$ cat src/rtl/prim_pkg.sv
// Shared types for the prim packer/unpacker blocks: flush FSM encodings and width helpers.
package prim_pkg;

  typedef enum logic [1:0] {
    PackIdle,
    PackPad,
    PackDrain
  } pack_flush_e;

  typedef enum logic {
    UnpackIdle,
    UnpackDrain
  } unpack_flush_e;

  // Index width for a lane selector; a single lane still needs one bit.
  function automatic int idx_width(int n);
    return (n > 1) ? $clog2(n) : 1;
  endfunction

endpackage

$ cat src/rtl/prim_lane_lzd.sv
// Priority encoder: index of the lowest set lane-valid bit plus an any-valid flag.
// Purely combinational, no latency and no backpressure.
module prim_lane_lzd
  import prim_pkg::*;
#(
  parameter int NumLanes = 4,
  parameter int IdxW     = idx_width(NumLanes)
) (
  input  logic [NumLanes-1:0] lane_vld_i,
  output logic [IdxW-1:0]     idx_o,
  output logic                any_vld_o
);

  // Scan from the top so the lowest-indexed set bit wins.
  always_comb begin
    idx_o = '0;
    for (int k = NumLanes - 1; k >= 0; k--) begin
      if (lane_vld_i[k]) begin
        idx_o = IdxW'(k);
      end
    end
  end

  assign any_vld_o = |lane_vld_i;

endmodule

$ cat src/rtl/prim_unpacker.sv
// Splits masked InW words into OutW lanes, skipping empty lanes; first lane one cycle after accept.
// Accepts a new word only when empty or on the final lane's ack; flush blocks input until drained.
module prim_unpacker
  import prim_pkg::*;
#(
  parameter int InW  = 32,
  parameter int OutW = 8
) (
  input  logic            clk_i,
  input  logic            rst_ni,
  input  logic            valid_i,
  input  logic [InW-1:0]  data_i,
  input  logic [InW-1:0]  mask_i,
  output logic            ready_o,
  output logic            valid_o,
  output logic [OutW-1:0] data_o,
  output logic [OutW-1:0] mask_o,
  input  logic            ready_i,
  input  logic            flush_i,
  output logic            flush_done_o
);

  localparam int NumLanes = InW / OutW;
  localparam int IdxW     = idx_width(NumLanes);

  logic [InW-1:0]      data_q, data_d;
  logic [InW-1:0]      mask_q, mask_d;
  unpack_flush_e       state_q, state_d;
  logic [NumLanes-1:0] lane_live;
  logic [IdxW-1:0]     lane_idx;
  logic                any_live;
  logic                one_live;
  logic                ack_in;
  logic                ack_out;

  for (genvar k = 0; k < NumLanes; k++) begin : g_live
    assign lane_live[k] = |mask_q[k*OutW +: OutW];
  end

  prim_lane_lzd #(
    .NumLanes (NumLanes),
    .IdxW     (IdxW)
  ) u_lzd (
    .lane_vld_i (lane_live),
    .idx_o      (lane_idx),
    .any_vld_o  (any_live)
  );

  assign one_live = any_live && ((lane_live & (lane_live - NumLanes'(1))) == '0);
  assign valid_o  = any_live;
  assign ack_out  = valid_o & ready_i;
  assign ready_o  = (state_q == UnpackIdle) && (!any_live || (one_live && ready_i));
  assign ack_in   = valid_i & ready_o;

  always_comb begin
    data_o = '0;
    mask_o = '0;
    for (int k = 0; k < NumLanes; k++) begin
      if (IdxW'(k) == lane_idx) begin
        data_o = data_q[k*OutW +: OutW];
        mask_o = mask_q[k*OutW +: OutW];
      end
    end
  end

  always_comb begin
    data_d       = data_q;
    mask_d       = mask_q;
    state_d      = state_q;
    flush_done_o = 1'b0;

    if (ack_out) begin
      for (int k = 0; k < NumLanes; k++) begin
        if (IdxW'(k) == lane_idx) begin
          mask_d[k*OutW +: OutW] = '0;
        end
      end
    end
    // A new word replaces whatever the final-lane clear left behind.
    if (ack_in) begin
      data_d = data_i;
      mask_d = mask_i;
    end

    unique case (state_q)
      UnpackIdle: begin
        if (flush_i) begin
          if (!any_live) begin
            flush_done_o = 1'b1;
          end else begin
            state_d = UnpackDrain;
          end
        end
      end
      UnpackDrain: begin
        // Input is blocked here, so mask_d reflects only the lane clear.
        if (mask_d == '0) begin
          flush_done_o = 1'b1;
          state_d      = UnpackIdle;
        end
      end
      default: state_d = UnpackIdle;
    endcase
  end

  always_ff @(posedge clk_i or negedge rst_ni) begin
    if (!rst_ni) begin
      data_q  <= '0;
      mask_q  <= '0;
      state_q <= UnpackIdle;
    end else begin
      data_q  <= data_d;
      mask_q  <= mask_d;
      state_q <= state_d;
    end
  end

endmodule

$ cat config.mk
export PLATFORM = sky130hd
export DESIGN_NAME = prim_unpacker
export DESIGN_NICKNAME = d
export VERILOG_FILES = /design/src/rtl/prim_pkg.sv /design/src/rtl/prim_lane_lzd.sv /design/src/rtl/prim_unpacker.sv
export SDC_FILE = /design/constraint.sdc
export NUM_CORES = 1
export LEC_CHECK = 0
export CELL_PAD_IN_SITES_DETAIL_PLACEMENT = 1
export CELL_PAD_IN_SITES_GLOBAL_PLACEMENT = 2
export CORE_ASPECT_RATIO = 0.8
export CORE_UTILIZATION = 32
export DETAILED_ROUTE_END_ITERATION = 10
export PLACE_DENSITY_LB_ADDON = 0.15
export SYNTH_ARGS = -nofsm -noshare
export SYNTH_HDL_FRONTEND = slang
export SYNTH_SLANG_ARGS = --single-unit
$ cat constraint.sdc
create_clock -name clk_i -period 4.8 [get_ports clk_i]
set_input_delay 1.2 -clock clk_i [delete_from_list [all_inputs] [get_ports clk_i]]
set_output_delay 1.2 -clock clk_i [all_outputs]
set_load 0.02 [all_outputs]
==> summary.json <==
{
  "mean_instance_size_in_the_synthesized_netlist": {"value": 11.4, "unit": "µm²"},
  "initial_core_util": {"value": 0.337},
  "drc": {"value": 4},
  "via_density_per_instance": {"value": 5.36},
  "place.port_buffers": {"value": 87},
  "cts_tree": {"value": "done"},
  "numCtsBuffers": {"value": 9},
  "drt_iter0_markers": {"value": 102},
  "vias": {"value": 2594},
  "drive_gt1_frac": {"value": 0.0840},
  "wirelength": {"value": 9.08, "unit": "mm"},
  "grt_pass1_wl": {"value": 14.4, "unit": "mm"},
  "fraction_of_registers_with_async_set_or_reset_after_synthesis": {"value": 1.00},
  "tritoncts_num_sinks": {"value": 65},
  "dieHeight": {"value": 90.2, "unit": "µm"},
  "synth_seq_area_share": {"value": 0.523},
  "synth_nets": {"value": 341},
  "grt_util_all_layers": {"value": 0.189},
  "crit_required": {"value": 3.60, "unit": "ns"},
  "worst-setup-path-type": {"value": "flip-flop to primary output"},
  "slew_headroom": {"value": 0.462},
  "report.final.hold_viol_count": {"value": 0},
  "synth_top_area_share": {"value": 0.523},
  "grt_setup_unrepaired": {"value": "no"},
  "gr-total-overflow": {"value": 0},
  "synthesis.yosys.warnings": {"value": 0},
  "cts-root-buf": {"value": "sky130_fd_sc_hd__clkbuf_16"},
  "fin_crit_sh": {"value": 0.946},
  "final_max_slew_viol_count": {"value": 0},
  "yosys.area.top_type": {"value": "sky130_fd_sc_hd__dfrtp_1"},
  "antennaDiodeCount": {"value": 0},
  "ys_flop_type": {"value": "sky130_fd_sc_hd__dfrtp_1"},
  "synthCells": {"value": 272},
  "timing.critical_path.to_type": {"value": "primary output"},
  "globalplace.congestion": {"value": 0.794},
  "htreeDepth": {"value": 3},
  "cts_hold_buffers": {"value": 0},
  "setup_tns": {"value": 0, "unit": "ns"},
  "synth_area": {"value": 3110, "unit": "µm²"},
  "maxCapViolCount": {"value": 0},
  "post_dr_wirelength_cell": {"value": 18.8, "unit": "µm"},
  "cts_max_path_buffers": {"value": 2},
  "io-pin-count": {"value": 88},
  "hold_path_class": {"value": "flip-flop to flip-flop"},
  "antenna_violations_before_repair": {"value": 0},
  "insertion_delay": {"value": 0.33, "unit": "ns"},
  "layout_min_cycle_time": {"value": 4.54, "unit": "ns"},
  "final_design_area_no_fill": {"value": 4420, "unit": "µm²"},
  "final_nets": {"value": 434},
  "grt_max_degree": {"value": 42},
  "synth_enable_flop_cells": {"value": 0},
  "max_clock_freq": {"value": 220, "unit": "MHz"},
  "postSynthRegisterBits": {"value": 65},
  "area_delta_synth_final": {"value": 42.1, "unit": "%"},
  "core_area": {"value": 9230, "unit": "µm²"},
  "timing.critical_path.fanout_max": {"value": 11},
  "mostFrequentLayoutCells": {"value": "86 x sky130_fd_sc_hd__clkdlybuf4s50_1, 65 x sky130_fd_sc_hd__dfrtp_1, 32 x sky130_fd_sc_hd__a22o_1"},
  "worstPathArrival": {"value": 3.34, "unit": "ns"},
  "first_pass_iters": {"value": 7},
  "detail-route-antenna-nets": {"value": 0},
  "yosysUniqueCellTypes": {"value": 32},
  "cts.clk_slew.worst_paths": {"value": 0.05, "unit": "ns"},
  "half_perimeter_wire_length_of_the_detailed_placement_result": {"value": 6.50, "unit": "mm"},
  "grt_pass1_vias": {"value": 2649},
  "layout_commonest_cell": {"value": "sky130_fd_sc_hd__clkdlybuf4s50_1"},
  "die-area": {"value": 10100, "unit": "µm²"},
  "rows": {"value": 31},
  "report.final.setup_viol": {"value": 0},
  "final.setup_skew": {"value": 0.00832, "unit": "ns"},
  "violations": {"value": "DRC"},
  "worst-slew-pin-transition": {"value": 0.807, "unit": "ns"},
  "ys_top_cells_by_area": {"value": "sky130_fd_sc_hd__dfrtp_1 52%, sky130_fd_sc_hd__mux2_1 10%, sky130_fd_sc_hd__a22o_1 9.0%"},
  "setup.worst_path.start_class": {"value": "flip-flop"},
  "dieWidth": {"value": 112, "unit": "µm"},
  "outcome": {"value": "finished with violations"},
  "r2r_setup_slack": {"value": 1.55, "unit": "ns"},
  "postPlaceCellArea": {"value": 4120, "unit": "µm²"}
}
==> flip-flops by register name (all words and copies together), names as in the netlist <==
register  count
state_q       1
data_q       32
mask_q       32
==> worst max-delay path: stages, from the launching register on <==
cell and delay [ns]:
sky130_fd_sc_hd__dfrtp_1 0.40, sky130_fd_sc_hd__or4_1 0.62, sky130_fd_sc_hd__or2_1 0.40, sky130_fd_sc_hd__maj3_2 0.40
sky130_fd_sc_hd__o31ai_1 0.41, sky130_fd_sc_hd__and2_1 0.19, sky130_fd_sc_hd__clkdlybuf4s50_1 0.59
==> cell usage after synthesis (2+ instances only) <==
library cell,count
sky130_fd_sc_hd__buf_2,3
sky130_fd_sc_hd__a21o_1,8
sky130_fd_sc_hd__a22o_1,32
sky130_fd_sc_hd__nand4_1,2
sky130_fd_sc_hd__inv_1,2
sky130_fd_sc_hd__buf_6,3
sky130_fd_sc_hd__nand3_1,3
sky130_fd_sc_hd__o21ai_0,8
sky130_fd_sc_hd__clkbuf_1,8
sky130_fd_sc_hd__dfrtp_1,65
sky130_fd_sc_hd__a21oi_1,16
sky130_fd_sc_hd__or2_1,2
sky130_fd_sc_hd__mux2_2,4
sky130_fd_sc_hd__and2_1,10
sky130_fd_sc_hd__nand2_1,13
sky130_fd_sc_hd__mux2_1,28
sky130_fd_sc_hd__o211a_1,8
sky130_fd_sc_hd__nor2_1,18
sky130_fd_sc_hd__o21a_1,8
sky130_fd_sc_hd__nor4_1,6
sky130_fd_sc_hd__o22ai_1,9
sky130_fd_sc_hd__or4_1,6
==> worst paths after layout <==
kind | depth (start not counted) | start | to
setup / recovery | 6 | mask_q[12]$_DFF_PN0_ | ready_o
hold / removal | 1 | data_q[8]$_DFFE_PN0P_ | data_q[8]$_DFFE_PN0P_
setup reg to reg | 6 | mask_q[12]$_DFF_PN0_ | data_q[15]$_DFFE_PN0P_
hold reg to reg | 1 | data_q[8]$_DFFE_PN0P_ | data_q[8]$_DFFE_PN0P_
max in group asynchronous | 2 | rst_ni | mask_q[30]$_DFF_PN0_
min in group asynchronous | 1 | rst_ni | mask_q[21]$_DFF_PN0_
==> cell type report <==
type / count / area [µm²]
flip-flops and latches: 65 / 1630
clock buffers: 12 / 256
repair buffers: 96 / 946
inverters: 3 / 11.3
fillers: 1012 / 4810
well taps: 115 / 144
clock inverters: 3 / 40.0
multi-input cells: 190 / 1400
==> metal layers <==
metal / share of wire / up-vias / GRT usage
li1: - / 1221 / -
met1: 0.50 / 1302 / 0.267
met2: 0.45 / 63 / 0.285
met3: 0.047 / 8 / 0.0425
met4: 0.0096 / 0 / 0.0633
met5: 0 / - / 0
==> per-stage QoR <==
stage	setup slack [ns]	hold slack, ns	util	std cells
3_5_place_dp	0.388	0.471	0.447	469
3_3_place_gp	0.422	0.460	0.447	469
5_1_grt	0.0580	0.496	0.479	484
2_1_floorplan	1.42	0.449	-	272
4_1_cts	0.0910	0.483	0.479	484
6_report	0.257	0.480	0.479	484
==> logic make-up (layout without fill, tap and decap cells) <==
kind of cell / after synthesis / in the layout / share of synthesized area
compound gates: 95 / 95 / 0.228
flops: 65 / 65 / 0.523
simple gates: 62 / 62 / 0.101
mux: 32 / 32 / 0.116
buf+inv: 17 / 114 / 0.0289
fa+ha+maj: 1 / 1 / 0.00362
==> repair_timing <==
action,in CTS,in global routing
resized for setup,0,1
buffers inserted,0,0
endpoints found under the setup margin,0,6
Power is not shown: default switching activity piles up to over one toggle a cycle in this logic, so the estimate is an artifact.
